===== src/rtl/board_ram_ctrl.sv =====
// board_ram_ctrl
// Single-clock board memory controller holding an X_SIZE x Y_SIZE grid of
// DATA_WIDTH-bit cells. After reset, and whenever clear_req is seen in IDLE,
// a sweep writes every cell, one cell per cycle.
//
// Ports:
//   clk, rst_n           system clock, asynchronous active-low reset
//   clear_req, busy      clear sweep request (sampled in IDLE), sweep in progress
//   a_valid/a_ready      game-logic request handshake
//   a_we, a_x, a_y,      request type (1 = write), coordinates, write data
//   a_wdata
//   a_rvalid, a_rdata    read result strobe and data (valid one cycle, T+2)
//   a_err                out-of-range strobe for an accepted request
//   v_x, v_y             video coordinates, sampled every cycle
//   v_rdata, v_oob       video cell data and out-of-range flag (2-cycle latency)
//
// Configuration macro: BOARD_RAM_INIT_PATTERN_EN
//   When defined, sweeps write DATA_WIDTH'(x+y) into cell (x,y) instead of
//   CLEAR_VAL. Out-of-range reads and video reads during a sweep still
//   return CLEAR_VAL.
module board_ram_ctrl #(
  parameter int X_SIZE       = 12,
  parameter int Y_SIZE       = 12,
  parameter int X_ADDR_WIDTH = 4,
  parameter int Y_ADDR_WIDTH = 4,
  parameter int DATA_WIDTH   = 2,
  parameter int CLEAR_VAL    = 0
) (
  input  logic                    clk,
  input  logic                    rst_n,
  input  logic                    clear_req,
  output logic                    busy,
  input  logic                    a_valid,
  output logic                    a_ready,
  input  logic                    a_we,
  input  logic [X_ADDR_WIDTH-1:0] a_x,
  input  logic [Y_ADDR_WIDTH-1:0] a_y,
  input  logic [DATA_WIDTH-1:0]   a_wdata,
  output logic                    a_rvalid,
  output logic [DATA_WIDTH-1:0]   a_rdata,
  output logic                    a_err,
  input  logic [X_ADDR_WIDTH-1:0] v_x,
  input  logic [Y_ADDR_WIDTH-1:0] v_y,
  output logic [DATA_WIDTH-1:0]   v_rdata,
  output logic                    v_oob
);

  localparam int CELLS = X_SIZE * Y_SIZE;
  localparam int AW    = (CELLS > 1) ? $clog2(CELLS) : 1;
  localparam logic [DATA_WIDTH-1:0] CLEAR_D = DATA_WIDTH'(CLEAR_VAL);

  typedef enum logic [0:0] {
    S_CLEAR,
    S_IDLE
  } state_t;

  state_t                  state;
  logic [AW-1:0]           sweep_addr;
  logic [DATA_WIDTH-1:0]   sweep_data;

  logic [DATA_WIDTH-1:0]   mem [CELLS];

  logic                    mem_we;
  logic [AW-1:0]           mem_waddr;
  logic [DATA_WIDTH-1:0]   mem_wdata;

  // Port A pipeline registers
  logic                    s1_valid;
  logic                    s1_we;
  logic                    s1_oob;
  logic [AW-1:0]           s1_addr;
  logic [DATA_WIDTH-1:0]   s1_wdata;
  logic                    s2_rvalid;
  logic                    s2_err;
  logic [DATA_WIDTH-1:0]   s2_rdata;

  // Video pipeline registers
  logic                    v1_oob;
  logic [AW-1:0]           v1_addr;

  logic                    accept;

  function automatic logic [AW-1:0] lin_addr(input logic [X_ADDR_WIDTH-1:0] x,
                                             input logic [Y_ADDR_WIDTH-1:0] y);
    return AW'(x) + AW'(y) * AW'(X_SIZE);
  endfunction

  function automatic logic is_oob(input logic [X_ADDR_WIDTH-1:0] x,
                                  input logic [Y_ADDR_WIDTH-1:0] y);
    return (int'(x) >= X_SIZE) || (int'(y) >= Y_SIZE);
  endfunction

  // A coincident clear request blocks acceptance so the sweep wins.
  assign a_ready = (state == S_IDLE) && !clear_req;
  assign accept  = a_valid && a_ready;

`ifdef BOARD_RAM_INIT_PATTERN_EN
  // Coordinate counters shadow sweep_addr so the pattern needs no divider.
  logic [X_ADDR_WIDTH-1:0] sweep_x;
  logic [Y_ADDR_WIDTH-1:0] sweep_y;

  assign sweep_data = DATA_WIDTH'(sweep_x) + DATA_WIDTH'(sweep_y);
`else
  assign sweep_data = CLEAR_D;
`endif

  // Sweep / idle controller. busy is registered alongside the state.
  always_ff @(posedge clk or negedge rst_n) begin
    if (!rst_n) begin
      state      <= S_CLEAR;
      busy       <= 1'b1;
      sweep_addr <= '0;
`ifdef BOARD_RAM_INIT_PATTERN_EN
      sweep_x    <= '0;
      sweep_y    <= '0;
`endif
    end else begin
      case (state)
        S_CLEAR: begin
          if (sweep_addr == AW'(CELLS - 1)) begin
            state      <= S_IDLE;
            busy       <= 1'b0;
            sweep_addr <= '0;
`ifdef BOARD_RAM_INIT_PATTERN_EN
            sweep_x    <= '0;
            sweep_y    <= '0;
`endif
          end else begin
            sweep_addr <= sweep_addr + 1'b1;
`ifdef BOARD_RAM_INIT_PATTERN_EN
            if (sweep_x == X_ADDR_WIDTH'(X_SIZE - 1)) begin
              sweep_x <= '0;
              sweep_y <= sweep_y + 1'b1;
            end else begin
              sweep_x <= sweep_x + 1'b1;
            end
`endif
          end
        end
        S_IDLE: begin
          if (clear_req) begin
            state      <= S_CLEAR;
            busy       <= 1'b1;
            sweep_addr <= '0;
`ifdef BOARD_RAM_INIT_PATTERN_EN
            sweep_x    <= '0;
            sweep_y    <= '0;
`endif
          end
        end
        default: begin
          state <= S_CLEAR;
          busy  <= 1'b1;
        end
      endcase
    end
  end

  // Single write port. The sweep and port A never collide: the last write
  // that can be in flight commits on the edge that enters CLEAR, and the
  // sweep's first write is one edge later.
  always_comb begin
    mem_we    = 1'b0;
    mem_waddr = '0;
    mem_wdata = '0;
    if (state == S_CLEAR) begin
      mem_we    = 1'b1;
      mem_waddr = sweep_addr;
      mem_wdata = sweep_data;
    end else if (s1_valid && s1_we && !s1_oob) begin
      mem_we    = 1'b1;
      mem_waddr = s1_addr;
      mem_wdata = s1_wdata;
    end
  end

  // Storage itself is never reset; the sweep initialises it.
  always_ff @(posedge clk) begin
    if (mem_we) begin
      mem[mem_waddr] <= mem_wdata;
    end
  end

  // Port A: stage 1 captures the request, the memory is accessed on the
  // next edge (reads see any write committed one edge earlier), and the
  // result strobes are registered on the edge after that. a_rdata holds
  // the last read result between strobes.
  always_ff @(posedge clk or negedge rst_n) begin
    if (!rst_n) begin
      s1_valid  <= 1'b0;
      s1_we     <= 1'b0;
      s1_oob    <= 1'b0;
      s1_addr   <= '0;
      s1_wdata  <= '0;
      s2_rvalid <= 1'b0;
      s2_err    <= 1'b0;
      s2_rdata  <= CLEAR_D;
      a_rvalid  <= 1'b0;
      a_err     <= 1'b0;
      a_rdata   <= CLEAR_D;
    end else begin
      s1_valid  <= accept;
      s1_we     <= a_we;
      s1_oob    <= is_oob(a_x, a_y);
      s1_addr   <= lin_addr(a_x, a_y);
      s1_wdata  <= a_wdata;
      s2_rvalid <= s1_valid && !s1_we;
      s2_err    <= s1_valid && s1_oob;
      s2_rdata  <= s1_oob ? CLEAR_D : mem[s1_addr];
      a_rvalid  <= s2_rvalid;
      a_err     <= s2_err;
      if (s2_rvalid) begin
        a_rdata <= s2_rdata;
      end
    end
  end

  // Video port: free-running two-stage lookup, masked while sweeping.
  always_ff @(posedge clk or negedge rst_n) begin
    if (!rst_n) begin
      v1_oob  <= 1'b0;
      v1_addr <= '0;
      v_oob   <= 1'b0;
      v_rdata <= CLEAR_D;
    end else begin
      v1_oob  <= is_oob(v_x, v_y);
      v1_addr <= lin_addr(v_x, v_y);
      v_oob   <= v1_oob;
      v_rdata <= (v1_oob || busy) ? CLEAR_D : mem[v1_addr];
    end
  end

endmodule


===== config.mk =====
export PLATFORM = sky130hd
export DESIGN_NAME = board_ram_ctrl
export DESIGN_NICKNAME = d
export VERILOG_FILES = /design/src/rtl/board_ram_ctrl.sv
export SDC_FILE = /design/constraint.sdc
export NUM_CORES = 1
export LEC_CHECK = 0
export BUFFER_PORTS_ARGS = -buffer_cell sky130_fd_sc_hd__buf_4
export CORE_UTILIZATION = 55
export DETAILED_ROUTE_END_ITERATION = 12
export GPL_TIMING_DRIVEN = 0
export PLACE_DENSITY = 0.71
export SLEW_MARGIN = 25
export SYNTH_ARGS = -nofsm -noshare
export SYNTH_HDL_FRONTEND = slang
export SYNTH_SLANG_ARGS = --single-unit

===== constraint.sdc =====
create_clock -name clk -period 5 [get_ports clk]
set_input_delay 0.75 -clock clk [delete_from_list [all_inputs] [get_ports clk]]
set_output_delay 0.75 -clock clk [all_outputs]
set_load 0.01 [all_outputs]

* After elaboration in Yosys (flattened, before gate mapping)
Memory sizes are Yosys's and may differ from the RTL's.
Cells that the tools add are included.
** Word-level totals
- Word-level logic and storage cells :: 64
- Register bits after elaboration :: 43
- Memory bits (writable) :: 288
- Memories kept :: 1
** Cells by class
- Equal/unequal tests :: 3
- Multiplexer cells :: 19
- Add/sub/neg operators :: 3
- Magnitude comparators :: 4
- Reduce and logical (&&, ||, !) cells :: 13
- Bitwise gates (word level) :: 1
- $mul :: 2
** Memory list
- mem :: depth 144, width 2, rd ports 2, clocked after memory_dff 0, write ports 1, RTL line 61 : logic [DATA_WIDTH-1:0] mem [CELLS];
** Operators by type and width (count)
- 8-bit two-way mux :: 4
- 4-bit by 8-bit adder with 8-bit output :: 2
- 4-bit greater-or-equal comparator (second input constant) :: 4
- 8-bit one-hot mux with 2 select lines :: 1
- 4-bit by 2-bit multiplier with 6-bit output (second input constant) :: 2
- 8-bit by 1-bit adder with 8-bit output (second input constant) :: 1
- 8-bit equality test (second input constant) :: 1
- 1-bit two-way mux :: 8
- 2-bit two-way mux :: 4
- 1-bit logical AND :: 6
- 2-bit != test (second input constant) :: 2
- 1-bit one-hot mux with 2 select lines :: 2
- 1-bit logical NOT :: 3
- 1-bit logical OR :: 3
- 2-bit AND reduction :: 1
- 1-bit NOT :: 1

* Logic depth before layout (Yosys ltp)
Gate-level depths: netlist of run 1.
- Depth after elaboration :: 6
- Mapped depth :: 10
- Gate-level depth less buffers :: 7

* Least setup slack after synthesis of run 1
No wires, ideal clock.
- Path type :: reg2reg
- Start point :: register state
- End point :: memory mem[0][0] (data pin)
- Cell stages (with the launch flop) :: 5
- Path buffers :: 3
- Clock period less this slack :: 3.550 ns
- Path slack :: 1.450 ns
- Data required time :: 4.421 ns
- Library setup time :: 0.579 ns
- Arrival time :: 2.971 ns
- Cell sequence :: dfrtp_1 > clkbuf_1 > clkbuf_1 > clkbuf_1 > and3_1
** On the way
- Longest elaborated chain between the ends :: 1
** RTL lines
- start, declared :: RTL line 57 : state_t state;
- start signal, assigned :: RTL line 110 : state <= S_CLEAR;
- start signal, assigned :: RTL line 121 : state <= S_IDLE;
- start signal, assigned :: RTL line 142 : state <= S_CLEAR;
- 2-bit two-way mux :: RTL line 166 : if (state == S_CLEAR) begin
- net mem_wdata[0] :: RTL line 65 : logic [DATA_WIDTH-1:0] mem_wdata;
- end, declared :: RTL line 61
The timed path passes the listed nets, and every way through them passes these cells.

* Worst setup path in the final report of run 1
- Start point :: register s1_addr[1]
- End point :: memory mem[116][0], enable pin
** On the way
- Longest elaborated chain between the ends :: 2
** RTL lines
- start, declared :: RTL line 71 : logic [AW-1:0] s1_addr;
- start signal, assigned :: RTL line 205 : s1_addr <= lin_addr(a_x, a_y);
- 8-bit two-way mux :: RTL line 170 : end else if (s1_valid && s1_we && !s1_oob) begin
- 8-bit two-way mux :: RTL line 166
No other way between the ends.

==> results of run 1 <==
## critical path: stages, from the launching register on
cell and delay, ns:
dfrtp_1 0.33, buf_4 0.23, buf_2 0.35, buf_2 0.49, nor2_1 0.10, o21ai_0 0.23
o31a_1 0.24, or2_2 0.13, clkbuf_1 0.75, nor2_1 0.25
## area by class of cell
cell class	count	area, sq um
Timing Repair Buffer	36	335
Buffer	84	435
Antenna cell	3	7.51
Sequential cell	331	9730
Clock inverter	11	81.3
Tap cell	390	488
Fill cell	2182	11100
Inverter	23	86.3
Multi-Input combinational cell	682	6360
Clock buffer	56	1060
## power by group
part | total, mW | internal [mW] | switching, mW | leakage [nW]
sequential | 3.29 | 3.16 | 0.129 | 2.70
clock | 2.59 | 1.52 | 1.08 | 0.555
combinational | 1.66 | 0.507 | 1.15 | 2.31
## per-stage QoR
stage,instance area (sq um),TNS [ns]
floorplan,16600,0
global placement,17300,-275.87
detailed placement,17400,0
CTS,18600,0
global route,18600,0
finish,18600,0
## registers in the layout, indices dropped and copies added, names as in the netlist, 2 cells and up
signal / flops
v_rdata: 2
mem: 288
s2_rdata: 2
s1_wdata: 2
a_rdata: 2
v1_addr: 8
sweep_addr: 8
s1_addr: 8
## worst max-delay path by stage
stage                from           to  slack (ns)  cells after the start
2_1_floorplan       state    mem[0][0]        1.45                      4
3_3_place_gp        state   mem[86][0]       -0.99                      4
3_5_place_dp   s1_addr[1]   mem[76][1]        1.69                      9
5_1_grt        s1_addr[1]  mem[116][0]        1.58                      9
6_report       s1_addr[1]  mem[116][0]        1.58                      9
4_1_cts        s1_addr[1]   mem[76][1]        1.66                      9
## layer usage
layer	up-vias	share of wire, %	track usage (%)
li1	4560	-	-
met1	5661	36	47.4
met2	899	44	51.0
met3	190	14	9.65
met4	8	5.7	18.4
met5	-	0.14	0
## kinds of logic after synthesis
family | count (synthesis) | synth area share [%]
flip-flops | 331 | 58.6
AND/OR/NAND/NOR | 334 | 9.10
multiplexers | 181 | 21.2
AO/OA/AOI/OAI | 137 | 5.85
XOR/XNOR | 13 | 0.686
adder cells (fa/ha/maj) | 17 | 1.46
buffers and inverters | 107 | 3.10
## cell usage in the layout (no fill, tap or decap), drive strengths merged, types with 21 or more instances in the layout
| cell | synthesis | layout |
|---|---|---|
| buf | 41 | 77 |
| clkbuf | 43 | 99 |
| dfrtp | 42 | 42 |
| edfxtp | 288 | 288 |
| inv | 22 | 23 |
| mux2 | 28 | 28 |
| mux2i | 21 | 21 |
| mux4 | 132 | 132 |
| nand2 | 48 | 48 |
| nor2 | 180 | 180 |
| nor2b | 25 | 25 |
==> reports/qor.yml, run 1 <==
worst_setup_path:
  startpoint_type: "flop"
  cp_max_fo: 10
  ff2ff_path_depth: 9
  rr_endpoint: "mem[116][0]"
  reg2reg_from: "s1_addr[1]"
  required_ns: 5.22
  end_kind: "flop"
  cp.arrival_ns: 3.63
  reg2reg_slack_ns: 1.58
  path_class: "flop to flop"
yosys:
  yosysWarnings: 0
  synth_nets: 1160
  avgSynthCellArea_sq_um: 14.8
  synth_area_leaders: "edfxtp_1, mux4_2, dfrtp_1"
  synthArstFlopShare_pct: 13.0
  synth-edff-count: 288
  ys_ff_latch: 331
  ys_top_cells_by_count: "edfxtp_1, nor2_1, mux4_2"
  synth_cell_type_count: 62
  synth-main-ff-cell: "edfxtp_1"
  synth_top_area_share_pct: 52.1
  ys_seq_area_share_pct: 58.6
  syn_area_sq_mm: 0.0166
  yosysMostFrequentCell: "edfxtp_1"
  syn-instance-count: 1120
  synth_area_leader_cell: "edfxtp_1"
sta:
  maxSlewViolCount: 0
  tightest_slew_ns: 1.09
  rsz0062_at_grt: "no"
  min_period_ns: 3.42
  max_slew_margin_pct: 27.2
  hold_viol_final: 0
  fmax_mhz: 293
  finalSetupViolCount: 0
  skew_ns: 0.0165
  period_share_pct: 68.4
  worst_slack_ns: 1.58
  whs_ns: 0.214
layout:
  drive_gt1_share_pct: 24.3
  area_delta_synth_final_pct: 12.0
  final_cells: 1616
  utilization_pct: 62.7
  layout.nets: 1235
clocking:
  cts_buffer_depth: 3
  cts_tree: "done"
  htree_levels: 2
  ctsResizeCount: 0
  cts_setup_buffers: 0
  hold_buffers: 0
  cts_num_sinks: 331
  clkTransAtPathRegs_ns: 0.07
  cts_made_buffers: 37
  root_buffer: "clkbuf_16"
  clkLatencyLatePin_ns: 0.53
die:
  die_x_um: 176
  die_h_um: 176
  dieArea_sq_mm: 0.0309
  rows: 63
  initial_core_util_pct: 56.0
  core_sq_mm: 0.0296
  io_pins: 32
detailed_routing:
  dr.pass1.iters: 6
  wire_per_inst_um: 32.0
  final_antenna_net_count: 0
  drt-total-wl_mm: 51.7
  vias: 11300
  route.detailed.drc: 0
  via_per_inst: 7.00
  drt_iter0_drc: 1936
place:
  io_buffers: 31
  place.gp.congestion: 1.01
  hpwl_mm: 34.6
  place_inst: 1546
  pre_cts_ws_ns: 1.69
outcome:
  status: "complete, no violations"
global_routing:
  grt_pass1_vias: 11200
  grt_pass1_wl_mm: 75.4
  antenna_found_initial: 6
  gr-total-overflow: 0
  grt.total_usage_pct: 34.7
  grt_max_degree: 73
power_and_ir_drop:
  powerDensity_mw_per_mm2: 406
  leakagePower_nw: 5.56
  ir_worst_vdd_mv: 0.269
  total_power_mw: 7.54
hold_path:
  hold_class: "primary input to asynchronous set/reset pin"
run:
  maxCapViolCount: 0
(Power assumes the default switching activity.)
==> inputs of run 2 (changes only) <==
Settings changed: PLACE_DENSITY 0.71 to 0.74.
Clock period 5 ns to 2.8 ns, I/O delays scaled along.
==> run 2 against run 1 <==
Against the previous run:
- the flow now finishes with violations (setup timing)
- first-iteration DRC count down 3.9%
- setup slack got worse by 1.6 ns
- total power up 80%
- largest cell class unchanged
==> reports/qor.yml, run 2 (synthesis gave the netlist of run 1 again) <==
outcome:
  status: "finished with violations"
  violations: "setup timing"
global_routing:
  grt_pass1_vias: 11200  # +0.027%
  grt_max_degree: 75  # +2.7%
  grt_pass1_wl_mm: 73.6  # -2.5%
  antenna_found_initial: 1  # -5
  gr-total-overflow: 0  # unchanged
  grt.total_usage_pct: 34.0  # -0.67 points
worst_setup_path:
  reg2reg_slack_ns: -0.03  # -1.61 ns
  cp_max_fo: 10  # unchanged
  cp.arrival_ns: 3.03  # -0.60 ns
  path_class: "flop to flop"
  rr_endpoint: "mem[39][1]"
  required_ns: 3.00  # -2.22 ns
  reg2reg_from: "s1_addr[1]"
  ff2ff_path_depth: 8  # -1
  end_kind: "flop"
  startpoint_type: "flop"
clocking:
  clkTransAtPathRegs_ns: 0.06  # about the same
  cts_buffer_depth: 3  # unchanged
  cts_made_buffers: 35  # -5.4%
  clkLatencyLatePin_ns: 0.52  # about the same
  cts_tree: "done"
  root_buffer: "clkbuf_16"
  htree_levels: 2  # unchanged
  cts_num_sinks: 331  # unchanged
power_and_ir_drop:
  leakagePower_nw: 5.64  # +1.5%
  ir_worst_vdd_mv: 0.412  # +53%
  total_power_mw: 13.6  # +80%
  powerDensity_mw_per_mm2: 724  # +78%
place:
  io_buffers: 31  # unchanged
  hpwl_mm: 34.3  # -1.0%
  place.gp.congestion: 1.02  # +1.1%
  placed_area_sq_mm: 0.0174  # about the same
  pre_cts_ws_ns: -0.623  # -2.31 ns
sta:
  maxSlewViolCount: 0  # unchanged
  tightest_slew_ns: 0.693  # -0.398 ns
  min_period_ns: 2.83  # -0.588 ns
  hold_viol_final: 0  # unchanged
  worst_slack_ns: -0.0303  # -1.61 ns
  max_slew_margin_pct: 53.8  # +27 points
  skew_ns: 0.0150  # -0.00147 ns
  tns_ns: -0.0605  # -0.0605 ns
  period_share_pct: 101  # +33 points
  finalSetupViolCount: 2  # +2
  fmax_mhz: 353  # +21%
  rsz0062_at_grt: "yes"
layout:
  nFillCells: 2181  # -0.046%
  antenna_cells: 0  # -3
  regArea_sq_mm: 0.00973  # unchanged
  final_common_cell: "edfxtp_1"
  fin_area_sq_mm: 0.0188  # +1.1%
  top_register: "mem"
  layout.nets: 1220  # -1.2%
  multi_input_area_sq_mm: 0.00655  # +2.9%
  largest_reg_flops: 288  # unchanged
  layout_common_cells: "edfxtp_1, nor2_1, mux4_2"
  area_delta_synth_final_pct: 13.2
  drive_gt1_share_pct: 27.7  # +3.4 points
detailed_routing:
  dr.pass1.iters: 7  # +1
  via_per_inst: 7.11  # +1.5%
  vias: 11300  # +0.14%
  drt-total-wl_mm: 51.2  # -0.98%
  drt_iter0_drc: 1860  # -3.9%
  final_antenna_net_count: 0  # unchanged
  route.detailed.drc: 0  # unchanged
  wire_per_inst_um: 32.1  # +0.38%
hold_path:
  hold_depth: 1
  min_from: "v_x[1]"
  worstHoldEndpoint: "v1_addr[1]"
  hold_class: "primary input to flop"
die:
  dieArea_sq_mm: 0.0309  # unchanged
  rows: 63  # unchanged
  initial_core_util_pct: 56.0  # unchanged
  io_pins: 32  # unchanged
  die_x_um: 176  # unchanged
  core_sq_mm: 0.0296  # unchanged
  die_h_um: 176  # unchanged
run:
  maxCapViolCount: 0  # unchanged
==> run 2: through the flow <==
stage / util [%] / hold WS (ns) / cells
detailed placement: 58.8 / 0.337 / 1545
finish: 63.4 / 0.00835 / 1594
floorplan: - / 0.124 / 1120
global route: 63.4 / 0.00228 / 1594
global placement: 58.4 / 0.333 / 1541
CTS: 62.9 / 0.00725 / 1596
==> run 2: where the power goes <==
part           total (mW)  leakage [nW]  switching (mW)  internal [mW]
logic                3.10          2.41            2.13          0.969
clock network        4.61         0.535            1.93           2.68
registers            5.88          2.70           0.245           5.64
==> run 2: per-layer routing <==
metal | up-vias | global-route usage, % | share of wire (%)
met1 | 5643 | 44.0 | 35
met4 | 0 | 19.5 | 6.4
li1 | 4524 | - | -
met5 | - | 0 | 0
met2 | 968 | 50.5 | 45
met3 | 199 | 11.5 | 14
==> run 2: cell type report <==
type                       count  share of cell area [%]
clock buffer                  43                    4.82
clock inverter                18                    1.11
inverter                      23                   0.460
multi-input combinational    682                    34.9
tap                          390                    2.60
buffer                        71                    2.58
timing repair buffer          36                    1.76
sequential                   331                    51.8
==> run 2: worst max-delay path by stage <==
stage | slack, ns | from | to
after floorplan | 0.28 | state | mem[0][0]
after global placement | -1.02 | state | mem[138][0]
after detailed placement | -0.62 | v1_addr[1] | v_rdata[0]
after CTS | -0.06 | s1_addr[0] | mem[27][0]
after global routing | -0.03 | s1_addr[1] | mem[39][1]
final | -0.03 | s1_addr[1] | mem[39][1]
==> run 2: timing repair <==
action | 4_1_cts | 5_1_grt
gates resized for setup | 48 | 36
buffers inserted | 0 | 0
setup endpoints to repair | 286 | 273
pin swaps | 0 | 1
hold endpoints to repair | 42 | 0
hold buffers | 1 | 0
==> run 2: critical path, cell delays in order, from the launching register on <==
cell and delay (ns):
dfrtp_1 0.33, buf_4 0.24, buf_2 0.37, buf_4 0.33, nand2_1 0.10, o22ai_2 0.38, nand2b_1 0.11, clkbuf_2 0.33
nor2_1 0.32
